### config.mk
export PLATFORM = sky130hd
export DESIGN_NAME = max11642_emu
export DESIGN_NICKNAME = d
export VERILOG_FILES = /design/src/rtl/max11642_pkg.sv /design/src/rtl/spi_slave_byte.sv /design/src/rtl/max11642_emu.sv
export SDC_FILE = /design/constraint.sdc
export NUM_CORES = 1
export LEC_CHECK = 0
export CORE_MARGIN = 2
export CORE_UTILIZATION = 48
export DETAILED_ROUTE_END_ITERATION = 6
export GPL_TIMING_DRIVEN = 0
export PLACE_DENSITY_LB_ADDON = 0.3
export SETUP_SLACK_MARGIN = 0.15
export SLEW_MARGIN = 40
export SYNTH_ARGS = -nofsm -noshare
export SYNTH_HDL_FRONTEND = slang
export SYNTH_SLANG_ARGS = --single-unit
### constraint.sdc
create_clock -name i_clk -period 4.28 [get_ports i_clk]
set_input_delay 0.642 -clock i_clk [delete_from_list [all_inputs] [get_ports i_clk]]
set_output_delay 0.642 -clock i_clk [all_outputs]
set_load 0.005 [all_outputs]
### src/rtl/max11642_pkg.sv
// Shared command encodings and controller states for the MAX11642 emulator
// and the controller that talks to it.
package max11642_pkg;

  typedef enum logic [1:0] {
    IDLE    = 2'd0,
    RX_CMD  = 2'd1,
    READOUT = 2'd2
  } state_t;

  localparam int unsigned CONV_BIT = 7;
  localparam int unsigned CHSEL_HI = 6;
  localparam int unsigned CHSEL_LO = 3;
  localparam int unsigned SCAN_HI  = 2;
  localparam int unsigned SCAN_LO  = 1;

  localparam logic [1:0] NO_SCAN   = 2'b11;
  localparam logic [1:0] SETUP_PFX = 2'b01;
  localparam logic [2:0] AVG_PFX   = 3'b001;
  localparam logic [3:0] RESET_PFX = 4'b0001;
  localparam logic [7:0] NOP_CMD   = 8'h00;

  function automatic logic [15:0] conv_word(input logic [7:0] sample);
    return {4'b0000, sample, 4'b0000};
  endfunction

endpackage

### src/rtl/spi_slave_byte.sv
// Mode-0 SPI slave front end: input synchronizers, SCLK/CS edge detection,
// MSB-first byte receiver and 16-bit MISO shift register.
module spi_slave_byte #(
  parameter int unsigned SYNC_STAGES = 2
) (
  input  logic        clk,
  input  logic        rst,
  input  logic        enable,
  input  logic        sclk,
  input  logic        mosi,
  input  logic        cs,
  input  logic        tx_load,
  input  logic        tx_en,
  input  logic [15:0] tx_word,
  output logic [7:0]  rx_byte,
  output logic        rx_valid,
  output logic        cs_fall,
  output logic        cs_rise,
  output logic        miso
);

  logic [SYNC_STAGES-1:0] sclk_sync, mosi_sync, cs_sync;
  logic                   sclk_q, cs_q;
  logic                   sclk_s, mosi_s, cs_s;
  logic                   sclk_rise, sclk_fall;
  logic [2:0]             bit_cnt;
  logic [6:0]             rx_shift;
  logic [15:0]            tx_shift;

  assign sclk_s    = sclk_sync[SYNC_STAGES-1];
  assign mosi_s    = mosi_sync[SYNC_STAGES-1];
  assign cs_s      = cs_sync[SYNC_STAGES-1];
  assign sclk_rise = sclk_s & ~sclk_q;
  assign sclk_fall = ~sclk_s & sclk_q;
  assign cs_fall   = cs_q & ~cs_s;
  assign cs_rise   = ~cs_q & cs_s;

  always_ff @(posedge clk or posedge rst) begin
    if (rst) begin
      sclk_sync <= '0;
      mosi_sync <= '0;
      cs_sync   <= '1;
      sclk_q    <= 1'b0;
      cs_q      <= 1'b1;
    end else begin
      sclk_sync[0] <= sclk;
      mosi_sync[0] <= mosi;
      cs_sync[0]   <= cs;
      for (int unsigned i = 1; i < SYNC_STAGES; i++) begin
        sclk_sync[i] <= sclk_sync[i-1];
        mosi_sync[i] <= mosi_sync[i-1];
        cs_sync[i]   <= cs_sync[i-1];
      end
      sclk_q <= sclk_s;
      cs_q   <= cs_s;
    end
  end

  always_ff @(posedge clk or posedge rst) begin
    if (rst) begin
      bit_cnt  <= '0;
      rx_shift <= '0;
      rx_byte  <= '0;
      rx_valid <= 1'b0;
    end else begin
      rx_valid <= 1'b0;
      if (!enable || cs_s) begin
        bit_cnt <= '0;
      end else if (sclk_rise) begin
        rx_shift <= {rx_shift[5:0], mosi_s};
        bit_cnt  <= bit_cnt + 3'd1;
        if (bit_cnt == 3'd7) begin
          rx_byte  <= {rx_shift, mosi_s};
          rx_valid <= 1'b1;
        end
      end
    end
  end

  // MISO changes on falling SCLK so the master sees a stable bit on the next rise.
  always_ff @(posedge clk or posedge rst) begin
    if (rst) begin
      tx_shift <= '0;
      miso     <= 1'b0;
    end else if (tx_load) begin
      tx_shift <= tx_word;
      miso     <= 1'b0;
    end else if (!enable || !tx_en || cs_s) begin
      miso <= 1'b0;
    end else if (sclk_fall) begin
      miso     <= tx_shift[15];
      tx_shift <= {tx_shift[14:0], 1'b0};
    end
  end

endmodule

### src/rtl/max11642_emu.sv
// Behavioural MAX11642 ADC emulator: decodes SPI command bytes and returns
// a 16-bit conversion word built from the externally supplied channel samples.
module max11642_emu
  import max11642_pkg::*;
#(
  parameter int unsigned SYNC_STAGES     = 2,
  parameter int unsigned POWER_UP_CYCLES = 7000
) (
  input  logic         i_clk,
  input  logic         i_rst,
  input  logic         i_SPI_Clk,
  input  logic         i_SPI_MOSI,
  input  logic         i_CS,
  output logic         o_SPI_MISO,
  input  logic [127:0] i_chan_data,
  output logic         o_ready,
  output logic         o_conv_valid,
  output logic [3:0]   o_conv_chnl,
  output logic [7:0]   o_setup_reg,
  output logic [7:0]   o_avg_reg,
  output logic         o_cmd_err
);

  state_t      state;
  logic [31:0] pwr_cnt;
  logic        rd_byte;
  logic        tx_load;
  logic [15:0] tx_word;
  logic [7:0]  rx_byte;
  logic        rx_valid, cs_fall, cs_rise;
  logic [3:0]  chsel;

  assign chsel = rx_byte[CHSEL_HI:CHSEL_LO];

  spi_slave_byte #(
    .SYNC_STAGES(SYNC_STAGES)
  ) u_spi (
    .clk     (i_clk),
    .rst     (i_rst),
    .enable  (o_ready),
    .sclk    (i_SPI_Clk),
    .mosi    (i_SPI_MOSI),
    .cs      (i_CS),
    .tx_load (tx_load),
    .tx_en   (state == READOUT),
    .tx_word (tx_word),
    .rx_byte (rx_byte),
    .rx_valid(rx_valid),
    .cs_fall (cs_fall),
    .cs_rise (cs_rise),
    .miso    (o_SPI_MISO)
  );

  always_ff @(posedge i_clk or posedge i_rst) begin
    if (i_rst) begin
      state        <= IDLE;
      pwr_cnt      <= '0;
      o_ready      <= 1'b0;
      o_conv_valid <= 1'b0;
      o_conv_chnl  <= '0;
      o_setup_reg  <= '0;
      o_avg_reg    <= '0;
      o_cmd_err    <= 1'b0;
      rd_byte      <= 1'b0;
      tx_load      <= 1'b0;
      tx_word      <= '0;
    end else begin
      o_conv_valid <= 1'b0;
      tx_load      <= 1'b0;
      if (!o_ready) begin
        if (pwr_cnt == 32'(POWER_UP_CYCLES - 1)) o_ready <= 1'b1;
        else pwr_cnt <= pwr_cnt + 32'd1;
      end

      if (!o_ready || cs_rise) begin
        state   <= IDLE;
        rd_byte <= 1'b0;
      end else begin
        case (state)
          IDLE: if (cs_fall) state <= RX_CMD;
          RX_CMD: begin
            if (rx_valid) begin
              if (rx_byte[CONV_BIT]) begin
                if (rx_byte[SCAN_HI:SCAN_LO] == NO_SCAN) begin
                  tx_word      <= conv_word(i_chan_data[{chsel, 3'b000} +: 8]);
                  tx_load      <= 1'b1;
                  o_conv_chnl  <= chsel;
                  o_conv_valid <= 1'b1;
                  rd_byte      <= 1'b0;
                  state        <= READOUT;
                end else begin
                  o_cmd_err <= 1'b1;
                end
              end else if (rx_byte[7:6] == SETUP_PFX) begin
                o_setup_reg <= rx_byte;
              end else if (rx_byte[7:5] == AVG_PFX) begin
                o_avg_reg <= rx_byte;
              end else if (rx_byte[7:4] == RESET_PFX) begin
                o_setup_reg <= '0;
                o_avg_reg   <= '0;
              end
            end
          end
          // Readout spans exactly two received byte slots; those bytes are swallowed.
          READOUT: begin
            if (rx_valid) begin
              if (rd_byte) begin
                rd_byte <= 1'b0;
                state   <= RX_CMD;
              end else begin
                rd_byte <= 1'b1;
              end
            end
          end
          default: state <= IDLE;
        endcase
      end
    end
  end

endmodule

==> impl_metrics.yaml <==
run_status:
  status: "finished, final reports clean"
floorplanning:
  dieArea_mm2: 0.0120
  rows: 38
  die_w_um: 109
  die_height_um: 109
  core_mm2: 0.0108
  initial_core_util: 0.493
  io_pins: 157
synthesis:
  netlist_top_cells_area: "dfrtp_1 47%, mux4_2 13%, xnor2_1 4.4%"
  ys_ff_latch: 104
  synth.cell_area_mm2: 0.00534
  yosysSeqAreaShare: 0.488
  yosysWarnings: 0
  synth_edf_count: 0
  avgSynthCellArea_um2: 12.6
  synth.top_cell.area_share: 0.473
  yosysTopAreaCell: "dfrtp_1"
  ys.flop_type: "dfrtp_1"
  ys_async_sr_fraction: 1.00
  syn_inst: 425
  ys_types: 54
critical_path:
  critPathKind: "flip-flop to flip-flop"
  crit_path_end_kind: "flip-flop"
  crit_path_start: "u_spi.rx_byte[5]$_DFFE_PP0P_"
  reg2reg_from: "u_spi.rx_byte[5]$_DFFE_PP0P_"
  worstPathRequired_ps: 4560
  crit_fanout: 10
  critPathArrivalTime_ps: 2340
  start_kind: "flip-flop"
detailed_routing:
  drcViolationCount: 0
  vias: 4204
  ant_nets: 0
  avgRoutedWirePerCell_um: 18.5
  drtIter0Drc: 232
  post_drt_via_cell_ratio: 5.70
  firstDrtPassIters: 4
  wl_mm: 13.7
clocking:
  path_clk_slew_ps: 110
  holdBufCountCts: 0
  cts_made_buffers: 9
  cts.htree.levels: 3
  post_cts_buffers: 0
  clockBufferDepth: 2
  cts_root_buffer: "clkbuf_8"
  cts_resized: 0
  cts_sinks: 104
  insertion_delay_ps: 380
  cts_tree: "yes"
placed_design:
  io_buffer_count: 154
  post_dp_cell_area_mm2: 0.00710
  place_congestion: 0.850
  place_hpwl_mm: 10.8
global_routing:
  first_global_vias: 4464
  antenna_found_initial: 0
  grt_max_degree: 63
  grt_pass1_wl_mm: 21.9
  grtUsageTotal: 0.237
  overflow: 0
final_layout:
  final_area_mm2: 0.00732
  drive_gt1_frac: 0.159
  diodes: 0
  largest_reg_flops: 32
  reg_top3: "pwr_cnt x32, u_spi.tx_shift x12"
  multi_input_area_mm2: 0.00260
  most-common-layout-cells: "154 x clkdlybuf4s50_1, 101 x dfrtp_1, 32 x mux4_2, 27 x xnor2_1, 23 x nand2_1"
  syn_to_final_growth_pct: 37.0
  final_common_cell: "clkdlybuf4s50_1"
  nNetsFinal: 728
  top_register: "pwr_cnt"
  fillers: 814
  regArea_mm2: 0.00261
worst_hold_path:
  worstHoldStart: "u_spi.sclk_sync[0]$_DFF_PP0_"
  hp-class: "flip-flop to flip-flop"
timing:
  fin_crit_ps: 2070
  final-hold-violation-count: 0
  setup_viol: 0
  tightest_slew_ps: 792
  finClkSkew_ps: 15.5
  max-slew-margin-rel: 0.467
  fin_setup_tns_ps: 0
  slew_violations: 0
  rsz0062_at_grt: "false"
  fmax_mhz: 484
  fin_crit_sh: 0.483
pwr:
  p_switching_uw: 417
  clkPwrFrac: 0.353
  pwr-share-seq: 0.545
  p_per_area_mw_per_mm2: 249
  internal-power_uw: 1410
  swShare: 0.228
  vdd.ir_drop.worst_uv: 241
  pwr-share-comb: 0.102
  p_leak_uw: 0.00317
run:
  cap_violations: 0
-- critical path, stage by stage (launching register included) --
cell      delay, ps
dfrtp_1         350
buf_2           280
clkbuf_1        490
mux4_2          410
o22ai_1         180
a211oi_1         80
a21o_1          180
-- logic make-up after synthesis --
group / after synthesis / share of synthesized area
AO/OA/AOI/OAI: 60 / 0.0794
XOR/XNOR: 32 / 0.0525
adder cells (fa/ha/maj): 3 / 0.00703
buffers and inverters: 32 / 0.0283
flip-flops: 104 / 0.488
multiplexers: 73 / 0.217
other: 1 / 0.000702
AND/OR/NAND/NOR: 120 / 0.127
-- stage by stage --
stage / utilization / hold WS [ps] / setup slack, ps / power, uW / instances
finish: 0.675 / 360 / 2210 / 1830 / 737
global route: 0.675 / 371 / 2090 / 1890 / 737
CTS: 0.674 / 361 / 2190 / 1840 / 737
detailed placement: 0.655 / 336 / 2110 / 1200 / 721
global placement: 0.651 / 334 / -470 / 1190 / 720
floorplan: - / 331 / 911 / 1060 / 426
-- Yosys cell counts (5+ instances only) --
master	n
inv_1	6
dfrtp_1	101
a211oi_1	7
mux2_2	18
nand2b_1	7
nor2b_1	5
and4_1	6
nand3_1	15
o21ai_0	7
mux4_2	32
xor2_1	5
nand2_1	23
buf_2	13
o21ai_1	6
mux2i_1	22
clkbuf_1	7
nor2_1	17
a22o_1	11
nand4_1	13
nor4_1	7
o22ai_1	8
a21o_1	10
nor3_1	5
xnor2_1	27
and3_1	7
-- metal layers --
metal  vias up  global-route usage  part of all wire
li1       1931                   -                 -
met1      2124               0.310              0.42
met2       133               0.395              0.51
met3        16              0.0729             0.058
met4         0              0.0470             0.012
met5         -                   0                 0
-- layout make-up --
type / count / share of cell area
clock inverters: 7 / 0.0115
repair buffers: 155 / 0.214
flip-flops and latches: 104 / 0.356
clock buffers: 9 / 0.0169
well taps: 140 / 0.0239
inverters: 7 / 0.00462
multi-input cells: 290 / 0.355
plain buffers: 25 / 0.0171
-- power by group through the flow --
stage	Clock, uW	Sequential [uW]	Combinational (uW)
after floorplan	0	1010	50.8
after global placement	0	1010	179
after detailed placement	0	1010	188
after CTS	658	995	189
after global routing	692	997	201
final	644	995	186
-- path summary, 6_finish.rpt --
path | depth (start not counted) | to | slack [ps]
min reg2reg | 0 | u_spi.sclk_sync[1]$_DFF_PP0_ | 360
max reg2reg | 6 | tx_word[5]$_DFFE_PP0P_ | 2210
min in group asynchronous | 2 | pwr_cnt[17]$_DFFE_PP0P_ | 650
max | 6 | tx_word[5]$_DFFE_PP0P_ | 2210
max in group asynchronous | 3 | u_spi.cs_q$_DFF_PP1_ | 2990
min | 0 | u_spi.sclk_sync[1]$_DFF_PP0_ | 360
Note: power is estimated with default switching activity, not from simulation.
